## src/rtl/issue_scoreboard_pkg.sv

```systemverilog
// Shared widths, types and helpers for the issue scoreboard and its write-port arbiter.
// The macro guards let a project-wide defines file take precedence when it is compiled first.
`ifndef XLEN
`define XLEN 32
`endif
`ifndef REG_IDX_WIDTH
`define REG_IDX_WIDTH 5
`endif
`ifndef INSTR_SIZE
`define INSTR_SIZE 32
`endif
`ifndef SB_LSU_CNT_W
`define SB_LSU_CNT_W 3
`endif

package issue_scoreboard_pkg;

  localparam int XLEN      = `XLEN;
  localparam int REG_IDX_W = `REG_IDX_WIDTH;
  localparam int LSU_CNT_W = `SB_LSU_CNT_W;
  localparam int NREGS_MAX = 2 ** REG_IDX_W;

  typedef enum logic [1:0] {
    WB_SRC_NONE = 2'd0,
    WB_SRC_ALU  = 2'd1,
    WB_SRC_LSU  = 2'd2
  } wb_src_e;

  typedef struct packed {
    logic [REG_IDX_W-1:0] rs1_idx;
    logic [REG_IDX_W-1:0] rs2_idx;
    logic [REG_IDX_W-1:0] rd_idx;
    logic                 rd_en;
    logic                 lsu;
  } iss_slot_t;

  // One-hot register mask; x0 never produces a bit, so it can never be marked busy.
  function automatic logic [NREGS_MAX-1:0] idx_decode(input logic [REG_IDX_W-1:0] idx,
                                                      input logic                 en);
    logic [NREGS_MAX-1:0] vec;
    vec = '0;
    if (en && (idx != '0)) begin
      vec[idx] = 1'b1;
    end else begin
      vec = '0;
    end
    return vec;
  endfunction

endpackage

```

## src/rtl/issue_scoreboard_wb_port_arb.sv

```systemverilog
// Fixed-priority arbiter for the single register-file write port: ALU first, LSU second.
// Writes to x0 complete the handshake but never raise the write enable.
module wb_port_arb
  import issue_scoreboard_pkg::*;
(
  input  logic                 alu_wb_valid_i,
  input  logic [REG_IDX_W-1:0] alu_wb_idx_i,
  input  logic [XLEN-1:0]      alu_wb_data_i,
  input  logic                 lsu_wb_valid_i,
  output logic                 lsu_wb_ready_o,
  input  logic [REG_IDX_W-1:0] lsu_wb_idx_i,
  input  logic [XLEN-1:0]      lsu_wb_data_i,
  output logic                 rf_wen_o,
  output logic [REG_IDX_W-1:0] rf_widx_o,
  output logic [XLEN-1:0]      rf_wdata_o,
  output logic                 lsu_grant_o,
  output logic                 clr_valid_o,
  output logic [REG_IDX_W-1:0] clr_idx_o
);

  wb_src_e src_s;

  // Source select: the ALU cannot stall, so it always wins the port.
  always_comb begin
    src_s = WB_SRC_NONE;
    if (alu_wb_valid_i) begin
      src_s = WB_SRC_ALU;
    end else if (lsu_wb_valid_i) begin
      src_s = WB_SRC_LSU;
    end else begin
      src_s = WB_SRC_NONE;
    end
  end

  // Port mux; idle port drives zeros.
  always_comb begin
    rf_widx_o   = '0;
    rf_wdata_o  = '0;
    lsu_grant_o = 1'b0;
    case (src_s)
      WB_SRC_ALU: begin
        rf_widx_o  = alu_wb_idx_i;
        rf_wdata_o = alu_wb_data_i;
      end
      WB_SRC_LSU: begin
        rf_widx_o   = lsu_wb_idx_i;
        rf_wdata_o  = lsu_wb_data_i;
        lsu_grant_o = 1'b1;
      end
      default: begin
        rf_widx_o   = '0;
        rf_wdata_o  = '0;
        lsu_grant_o = 1'b0;
      end
    endcase
  end

  assign lsu_wb_ready_o = ~alu_wb_valid_i;
  assign rf_wen_o       = (src_s != WB_SRC_NONE) && (rf_widx_o != '0);
  assign clr_valid_o    = rf_wen_o;
  assign clr_idx_o      = rf_widx_o;

endmodule

```

## src/rtl/issue_scoreboard.sv

```systemverilog
// Issue controller: busy-register scoreboard with RAW/WAW stall, LSU outstanding limit,
// a single valid/ready issue slot, and the shared register-file write port.
module issue_scoreboard
  import issue_scoreboard_pkg::*;
#(
  parameter int NREGS         = 32,
  parameter int LSU_MAX_OUTST = 2
) (
  input  logic                 clk,
  input  logic                 rst_n,
  input  logic                 dec_valid_i,
  output logic                 dec_ready_o,
  input  logic [REG_IDX_W-1:0] dec_rs1_idx_i,
  input  logic [REG_IDX_W-1:0] dec_rs2_idx_i,
  input  logic [REG_IDX_W-1:0] dec_rd_idx_i,
  input  logic                 dec_rs1_en_i,
  input  logic                 dec_rs2_en_i,
  input  logic                 dec_rd_en_i,
  input  logic                 dec_lsu_i,
  output logic                 iss_valid_o,
  input  logic                 iss_ready_i,
  output logic [REG_IDX_W-1:0] iss_rs1_idx_o,
  output logic [REG_IDX_W-1:0] iss_rs2_idx_o,
  output logic [REG_IDX_W-1:0] iss_rd_idx_o,
  output logic                 iss_rd_en_o,
  output logic                 iss_lsu_o,
  input  logic                 alu_wb_valid_i,
  input  logic [REG_IDX_W-1:0] alu_wb_idx_i,
  input  logic [XLEN-1:0]      alu_wb_data_i,
  input  logic                 lsu_wb_valid_i,
  output logic                 lsu_wb_ready_o,
  input  logic [REG_IDX_W-1:0] lsu_wb_idx_i,
  input  logic [XLEN-1:0]      lsu_wb_data_i,
  output logic                 rf_wen_o,
  output logic [REG_IDX_W-1:0] rf_widx_o,
  output logic [XLEN-1:0]      rf_wdata_o,
  output logic                 sb_err_o
);

  logic [NREGS-1:0]     busy_r;
  logic [NREGS-1:0]     busy_set_s;
  logic [NREGS-1:0]     busy_clr_s;
  logic [NREGS-1:0]     busy_nxt_s;
  logic [LSU_CNT_W-1:0] lsu_cnt_r;
  logic [LSU_CNT_W-1:0] lsu_cnt_nxt_s;
  iss_slot_t            slot_r;
  logic                 iss_valid_r;
  logic                 sb_err_r;
  logic                 raw_s;
  logic                 waw_s;
  logic                 lsu_full_s;
  logic                 slot_free_s;
  logic                 accept_s;
  logic                 err_hit_s;
  logic                 lsu_grant_s;
  logic                 clr_valid_s;
  logic [REG_IDX_W-1:0] clr_idx_s;

  wb_port_arb u_wb_port_arb (
    .alu_wb_valid_i (alu_wb_valid_i),
    .alu_wb_idx_i   (alu_wb_idx_i),
    .alu_wb_data_i  (alu_wb_data_i),
    .lsu_wb_valid_i (lsu_wb_valid_i),
    .lsu_wb_ready_o (lsu_wb_ready_o),
    .lsu_wb_idx_i   (lsu_wb_idx_i),
    .lsu_wb_data_i  (lsu_wb_data_i),
    .rf_wen_o       (rf_wen_o),
    .rf_widx_o      (rf_widx_o),
    .rf_wdata_o     (rf_wdata_o),
    .lsu_grant_o    (lsu_grant_s),
    .clr_valid_o    (clr_valid_s),
    .clr_idx_o      (clr_idx_s)
  );

  // Hazard terms read only registered state; no same-cycle wakeup from writeback.
  always_comb begin
    raw_s       = (dec_rs1_en_i & busy_r[dec_rs1_idx_i]) |
                  (dec_rs2_en_i & busy_r[dec_rs2_idx_i]);
    waw_s       = dec_rd_en_i & busy_r[dec_rd_idx_i];
    lsu_full_s  = dec_lsu_i & (lsu_cnt_r == LSU_CNT_W'(LSU_MAX_OUTST));
    slot_free_s = ~iss_valid_r | iss_ready_i;
  end

  assign dec_ready_o = ~raw_s & ~waw_s & ~lsu_full_s & slot_free_s;
  assign accept_s    = dec_valid_i & dec_ready_o;

  // Busy update: clear on granted writeback, set on accept; set wins on collision.
  always_comb begin
    busy_set_s = idx_decode(dec_rd_idx_i, accept_s & dec_rd_en_i);
    busy_clr_s = idx_decode(clr_idx_s, clr_valid_s);
    busy_nxt_s = (busy_r & ~busy_clr_s) | busy_set_s;
    err_hit_s  = clr_valid_s & ~busy_r[clr_idx_s];
  end

  // Outstanding-LSU count; floors at zero so a stray LSU writeback cannot wrap it.
  always_comb begin
    lsu_cnt_nxt_s = lsu_cnt_r;
    case ({accept_s & dec_lsu_i, lsu_grant_s})
      2'b10: begin
        lsu_cnt_nxt_s = lsu_cnt_r + LSU_CNT_W'(1'b1);
      end
      2'b01: begin
        if (lsu_cnt_r != '0) begin
          lsu_cnt_nxt_s = lsu_cnt_r - LSU_CNT_W'(1'b1);
        end else begin
          lsu_cnt_nxt_s = lsu_cnt_r;
        end
      end
      default: begin
        lsu_cnt_nxt_s = lsu_cnt_r;
      end
    endcase
  end

  // Scoreboard state and sticky error flag.
  always_ff @(posedge clk) begin
    if (!rst_n) begin
      busy_r    <= '0;
      lsu_cnt_r <= '0;
      sb_err_r  <= 1'b0;
    end else begin
      busy_r    <= {busy_nxt_s[NREGS-1:1], 1'b0};
      lsu_cnt_r <= lsu_cnt_nxt_s;
      sb_err_r  <= sb_err_r | err_hit_s;
    end
  end

  // Issue slot: load on accept (no bubble when consumed the same cycle), drop on consume, else hold.
  always_ff @(posedge clk) begin
    if (!rst_n) begin
      iss_valid_r <= 1'b0;
      slot_r      <= '0;
    end else if (accept_s) begin
      iss_valid_r    <= 1'b1;
      slot_r.rs1_idx <= dec_rs1_idx_i;
      slot_r.rs2_idx <= dec_rs2_idx_i;
      slot_r.rd_idx  <= dec_rd_idx_i;
      slot_r.rd_en   <= dec_rd_en_i;
      slot_r.lsu     <= dec_lsu_i;
    end else if (iss_ready_i) begin
      iss_valid_r <= 1'b0;
    end else begin
      iss_valid_r <= iss_valid_r;
    end
  end

  assign iss_valid_o   = iss_valid_r;
  assign iss_rs1_idx_o = slot_r.rs1_idx;
  assign iss_rs2_idx_o = slot_r.rs2_idx;
  assign iss_rd_idx_o  = slot_r.rd_idx;
  assign iss_rd_en_o   = slot_r.rd_en;
  assign iss_lsu_o     = slot_r.lsu;
  assign sb_err_o      = sb_err_r;

endmodule

```

## config.mk

```make
export PLATFORM = sky130hd
export DESIGN_NAME = issue_scoreboard
export DESIGN_NICKNAME = d
export VERILOG_FILES = /design/src/rtl/issue_scoreboard_pkg.sv /design/src/rtl/issue_scoreboard_wb_port_arb.sv /design/src/rtl/issue_scoreboard.sv
export SDC_FILE = /design/constraint.sdc
export NUM_CORES = 1
export LEC_CHECK = 0
export ABC_AREA = 1
export CORE_MARGIN = 1
export CORE_UTILIZATION = 47
export CTS_CLUSTER_DIAMETER = 60
export DETAILED_ROUTE_END_ITERATION = 12
export PLACE_DENSITY_LB_ADDON = 0.15
export SLEW_MARGIN = 20
export SYNTH_ARGS = -nofsm -noshare
export SYNTH_HDL_FRONTEND = slang
export SYNTH_SLANG_ARGS = --single-unit
```

## constraint.sdc

```tcl
create_clock -name clk -period 5 [get_ports clk]
set_input_delay 1.25 -clock clk [delete_from_list [all_inputs] [get_ports clk]]
set_output_delay 1.25 -clock clk [all_outputs]
set_load 0.02 [all_outputs]
```

# Word level (Yosys, flattened, before mapping)
# Cells that the tools add are included.
# word_totals
regBits,54
in_bits,99
out_inout_bits,59
elab_cells,82
# op_classes
addsub,2
magnitude_cmp,6
n_eq_ne,6
muxes,23
bitwise,23
n_reduce_logical,12
# op_table
op,count
$mux W32,2
$pmux W32 S2,1
$and A32 B32 Y32,1
$not A32 Y32,1
$or A32 B32 Y32,1
$lt A5 B6 Y1 const B,4
$bmux W1 S5,4
$and A1 B1 Y1,11
$demux W1 S5,2
$ge A5 B1 Y1 const B,2
$pmux W5 S2,1
$reduce_bool A5 Y1,2
$mux W1,9
$not A1 Y1,6
$pmux W3 S2,1
$reduce_bool A2 Y1,3
$logic_and A1 B1 Y1,5
$eq A2 B1 Y1 const B,2
$eq A2 B2 Y1 const B,2
$mux W2,2
$add A3 B1 Y3 const B,1
$eq A3 B2 Y1 const B,1
$mux W3,1
$or A1 B1 Y1,3
other kinds (4),4

# Longest topological paths before layout
# logic_depth
ltp_word,13
ltp_mapped,22
depth_no_buf,21

# Modules after synthesis
# Synthesis repeated with hierarchy kept, for this count alone.
# hier_totals
cells_unflattened,660
area_unflattened_um2,4063.9
# modules_own_cells
module,n_inst,cells_each,area_each_um2,seq_area_each_um2
issue_scoreboard,1,593,3575.9,1061.0
wb_port_arb,1,67,488.0,0.0

# Worst setup path before layout
# Ideal clock, no wire load.
# synth_timing
path_type,input -> output
from,input alu_wb_valid_i
to,output rf_wen_o
t_arrival_ps,2561
required_ps,3750
path_slack_ps,1189
cell_stages,6
path_buffers,1
cell_sequence,buf_2 -> inv_2 -> nand2_1 -> o22ai_1 -> nor2_1 -> nand2_1
# synth_between
elab_chain_len,5
elab_cells_between_ends,7
cone_classes,eq/ne (2); mux (2); reduce/logical (3)
# synth_lines
element,line_no,source
start: declaration,issue_scoreboard.sv:27,"input logic alu_wb_valid_i,"
$mux W2 (*),issue_scoreboard_wb_port_arb.sv:26,if (alu_wb_valid_i) begin
$eq A2 B2 Y1 / $eq A2 B1 Y1 (equally long branches),issue_scoreboard_wb_port_arb.sv:40,case (src_s)
$pmux W5 S2 (*),issue_scoreboard_wb_port_arb.sv:40,
via rf_widx_o[2],issue_scoreboard.sv:35,"output logic [REG_IDX_W-1:0] rf_widx_o,"
$reduce_bool A5 Y1 (*),issue_scoreboard_wb_port_arb.sv:59,assign rf_wen_o = (src_s != WB_SRC_NONE) && (rf_widx_o != '0);
$logic_and A1 B1 Y1 (*),issue_scoreboard_wb_port_arb.sv:59,
end: declaration,issue_scoreboard.sv:34,"output logic rf_wen_o,"
# Mark *: on every way through the listed nets, which the timed path passes. The rest lies on a longest branch.

# Worst setup path in the final report
# layout_timing
from,input dec_rd_idx_i[0]
to,output dec_ready_o
# layout_between
elab_chain_len,7
# layout_lines
element,line_no,source
start: declaration,issue_scoreboard.sv:15,"input logic [REG_IDX_W-1:0] dec_rd_idx_i,"
$bmux W1 S5,issue_scoreboard.sv:79,waw_s = dec_rd_en_i & busy_r[dec_rd_idx_i];
$mux W1 (not written as such),issue_scoreboard.sv:79,
$and A1 B1 Y1,issue_scoreboard.sv:79,
$not A1 Y1,issue_scoreboard.sv:84,assign dec_ready_o = ~raw_s & ~waw_s & ~lsu_full_s & slot_free_s;
$and A1 B1 Y1 (3 in series),issue_scoreboard.sv:84,
end: declaration,issue_scoreboard.sv:12,"output logic dec_ready_o,"
# Every way passes these cells. The select of a mux whose other input is x is not followed.

==> metrics.md <==
| Metric | Value |
|---|---|
| Shortest clock period the worst path allows after layout | 4770 ps |
| Sequential area share after synthesis | 27.8% |
| Die footprint | 0.00848 mm2 |
| Total Wirelength | 16900 um |
| Total half-perimeter wirelength after legalization and detailed placement | 12800 um |
| RSZ-0062 raised after global routing | no |
| Post CTS Setup Buffer Count | 0 |
| CTS H-tree depth | 2 |
| # fillers | 703 |
| Data required time of the worst path | 3750 ps |
| Root buffer selected by CTS | sky130_fd_sc_hd__clkbuf_8 |
| Library cell with the highest instance count after synthesis | sky130_fd_sc_hd__nand2_1 |
| Fin Setup TNS | 0 ps |
| TritonCTS clock tree | done |
| Via count of the routed design | 5270 |
| Clk Latency, worst-skew pair | 330 ps |
| Min-Delay Path Class | flip-flop to flip-flop |
| Maximum number of pins on one net before global-route repair | 35 |
| Global placement routability congestion | 1.07 |
| Clock net sink count | 53 |
| Cell type with the highest aggregate area in the netlist | sky130_fd_sc_hd__dfxtp_1 |
| Area of the mapped netlist | 0.00381 mm2 |
| Setup clock skew after layout | 15.0 ps |
| Max-slew violation total from the final report | 0 |
| Worst voltage drop across the vdd grid | 0.000169 V |
| Routed wire per std cell | 19.2 um |
| Via count normalized by instance count | 5.98 |
| Drt drc | 0 |
| Max capacitance violation total | 0 |
| Final standard cell area without fillers | 0.00561 mm2 |
| Core region area | 0.00777 mm2 |
| Cell count after placement | 874 |
| Number of buffers between clock root and the deepest sink | 2 |
| First-iteration detailed-routing DRC count | 466 |
| Fraction of layout cells with a size suffix above 1 | 4.87% |
| Cell row count | 32 |
| CTS resizes | 0 |
| Total of warnings raised by yosys | 0 |
| Avg Inst Size Synth | 6.06 um2 |
| Antenna violation net count after detailed routing | 0 |
| Kind of end point of the critical path | output port |
| Kind of start point of the critical path | primary input |
| Final Hold Vio Count | 0 |
| Gate Count Post-Synth | 629 |
| Worst max-slew margin expressed relative to the limit | 39.4% |
| Static Leakage | 2.28 nW |
| Area delta synth->final | 47.2% |
| Dominant cells by area after synthesis | sky130_fd_sc_hd__dfxtp_1 (28%), sky130_fd_sc_hd__nand2_1 (17%), sky130_fd_sc_hd__o21ai_0 (8.7%) |
| P per Cell Area | 209 mW/mm2 |
| Signal arrival time at the worst endpoint | 3520 ps |
| First-pass iteration count of the detailed router | 7 |
| Count of non-filler cells in the finished layout | 882 |
| Synth top area share | 27.8% |
| Count of flip-flops with a built-in enable after synthesis | 0 |
| Leading post-synthesis cells by instance count | sky130_fd_sc_hd__nand2_1 (177), sky130_fd_sc_hd__o21ai_0 (66), sky130_fd_sc_hd__inv_1 (57) |
| Clock slew at the register clock pins of the worst setup and hold paths | 100 ps |
| Post-synthesis sequential element count | 53 |
| Slew at the pin with the worst max-slew slack | 907 ps |
| Total inserted antenna cells | 0 |
| Endpoints failing setup | 0 |
| Number of global-route vias before repair | 4939 |
| Hold-fix buffers at CTS | 0 |
| Number of CTS-inserted buffers | 5 |
| Number of placed I/O pins | 158 |
| Port buffer count | 157 |
| Max Clk Rate | 0.210 GHz |
| Grt ovf | 0 |
| Effective utilization at floorplan | 49.1% |
| Final period util | 95.4% |
| Final core utilization | 72.2% |
| First-pass GRT wire length | 25800 um |
| Result of the run | finished clean |
| Classification of the worst setup path | primary input to output port |
| Main synth FF type | sky130_fd_sc_hd__dfxtp_1 |
| Critical path fanouts, max | 17 |
| Post-layout net count | 879 |
| Die width | 92.1 um |
| Number of antenna violations at the first check in global routing | 0 |
| Placed Area | 0.00550 mm2 |
| Async S/R FF share, synth | 0% |
| Distinct cells, synth | 29 |
| Post-synthesis net count | 729 |
| Combined global-route utilization of all metal layers | 39.2% |
| Height of the chip | 92.1 um |
[cells in the final DEF (no fill, tap or decap), types with 2 or more instances in the layout]
cell / count
sky130_fd_sc_hd__nand2_1: 177
sky130_fd_sc_hd__nor2_2: 2
sky130_fd_sc_hd__nand3_1: 43
sky130_fd_sc_hd__clkinv_1: 3
sky130_fd_sc_hd__dfxtp_1: 53
sky130_fd_sc_hd__a22oi_1: 2
sky130_fd_sc_hd__o2111ai_1: 4
sky130_fd_sc_hd__inv_1: 57
sky130_fd_sc_hd__nor2_1: 39
sky130_fd_sc_hd__buf_4: 18
sky130_fd_sc_hd__inv_2: 7
sky130_fd_sc_hd__clkdlybuf4s50_1: 157
sky130_fd_sc_hd__o22ai_1: 4
sky130_fd_sc_hd__a21oi_1: 56
sky130_fd_sc_hd__nor3_1: 9
sky130_fd_sc_hd__o211ai_1: 3
sky130_fd_sc_hd__clkbuf_8: 5
sky130_fd_sc_hd__nand4_1: 32
sky130_fd_sc_hd__a22o_1: 32
sky130_fd_sc_hd__o21ai_0: 66
[per-stage QoR]
| stage | hold slack (ps) | total power (W) | worst slack (ps) |
|---|---|---|---|
| floorplan | 467 | 0.000658 | 1190 |
| finish | 479 | 0.00117 | 232 |
| global route | 508 | 0.00122 | 9.07 |
| CTS | 479 | 0.00117 | 215 |
| detailed placement | 463 | 0.000869 | 221 |
| global placement | 453 | 0.000861 | 263 |
[worst paths after layout]
path | cells past startpoint | slack (ps) | startpoint | end
worst max-delay path | 16 | 230 | dec_rd_idx_i[0] | dec_ready_o
worst min-delay path | 2 | 480 | iss_rs1_idx_o[4] | iss_rs1_idx_o[4]
worst max register to register | 17 | 2070 | busy_r[8] | busy_r[1]
worst min register to register | 2 | 480 | iss_rs1_idx_o[4] | iss_rs1_idx_o[4]
[worst max-delay path: stages]
cell and delay (ps):
sky130_fd_sc_hd__clkdlybuf4s50_1 520, sky130_fd_sc_hd__inv_2 150, sky130_fd_sc_hd__nand2_1 100, sky130_fd_sc_hd__nand2_1 50
sky130_fd_sc_hd__nand2_1 50, sky130_fd_sc_hd__nand2_1 50, sky130_fd_sc_hd__nand2_1 50, sky130_fd_sc_hd__nand2_1 50
sky130_fd_sc_hd__nor2_1 130, sky130_fd_sc_hd__nand2_1 110, sky130_fd_sc_hd__nand2_1 80, sky130_fd_sc_hd__nand2_1 60
sky130_fd_sc_hd__nor2_2 170, sky130_fd_sc_hd__nand2_1 70, sky130_fd_sc_hd__inv_1 50, sky130_fd_sc_hd__clkdlybuf4s50_1 590
[power breakdown]
group	internal, W	switching (W)
clock	0.000150	0.000157
sequential	0.000441	0.0000115
combinational	0.000190	0.000224
total	0.000782	0.000393
[layout make-up]
type	instances	area [um2]	area share [%]
Multi-Input combinational cell	476	2340	41.7
Clock inverter	3	43.8	0.780
Sequential cell	53	1060	18.9
Timing Repair Buffer	176	1720	30.6
Inverter	67	251	4.48
Tap cell	102	128	2.27
Clock buffer	5	68.8	1.23
[sequential cells by signal, indices dropped and copies added, names as in the netlist, 3 cells and up]
name	count
busy_r	31
iss_rd_idx_o	5
iss_rs1_idx_o	5
iss_rs2_idx_o	5
lsu_cnt_r	3
[per-layer routing]
metal  routed length (um)  GRT usage (%)
met5                    0              0
met2                 7960           66.8
met4                  759           18.2
met3                 1950           9.78
met1                 6260           46.0
[kinds of logic (layout without fill, tap and decap cells)]
kind of cell               Yosys count  after routing  synth area share, %
adders and majority gates            1              1                0.525
DFF                                 53             53                 27.8
and+or+nand+nor                    304            304                 34.1
AOI/OAI and AO/OA                  171            171                 26.7
buffers and inverters              100            251                 10.8
Power figures use the tool's default switching activity.
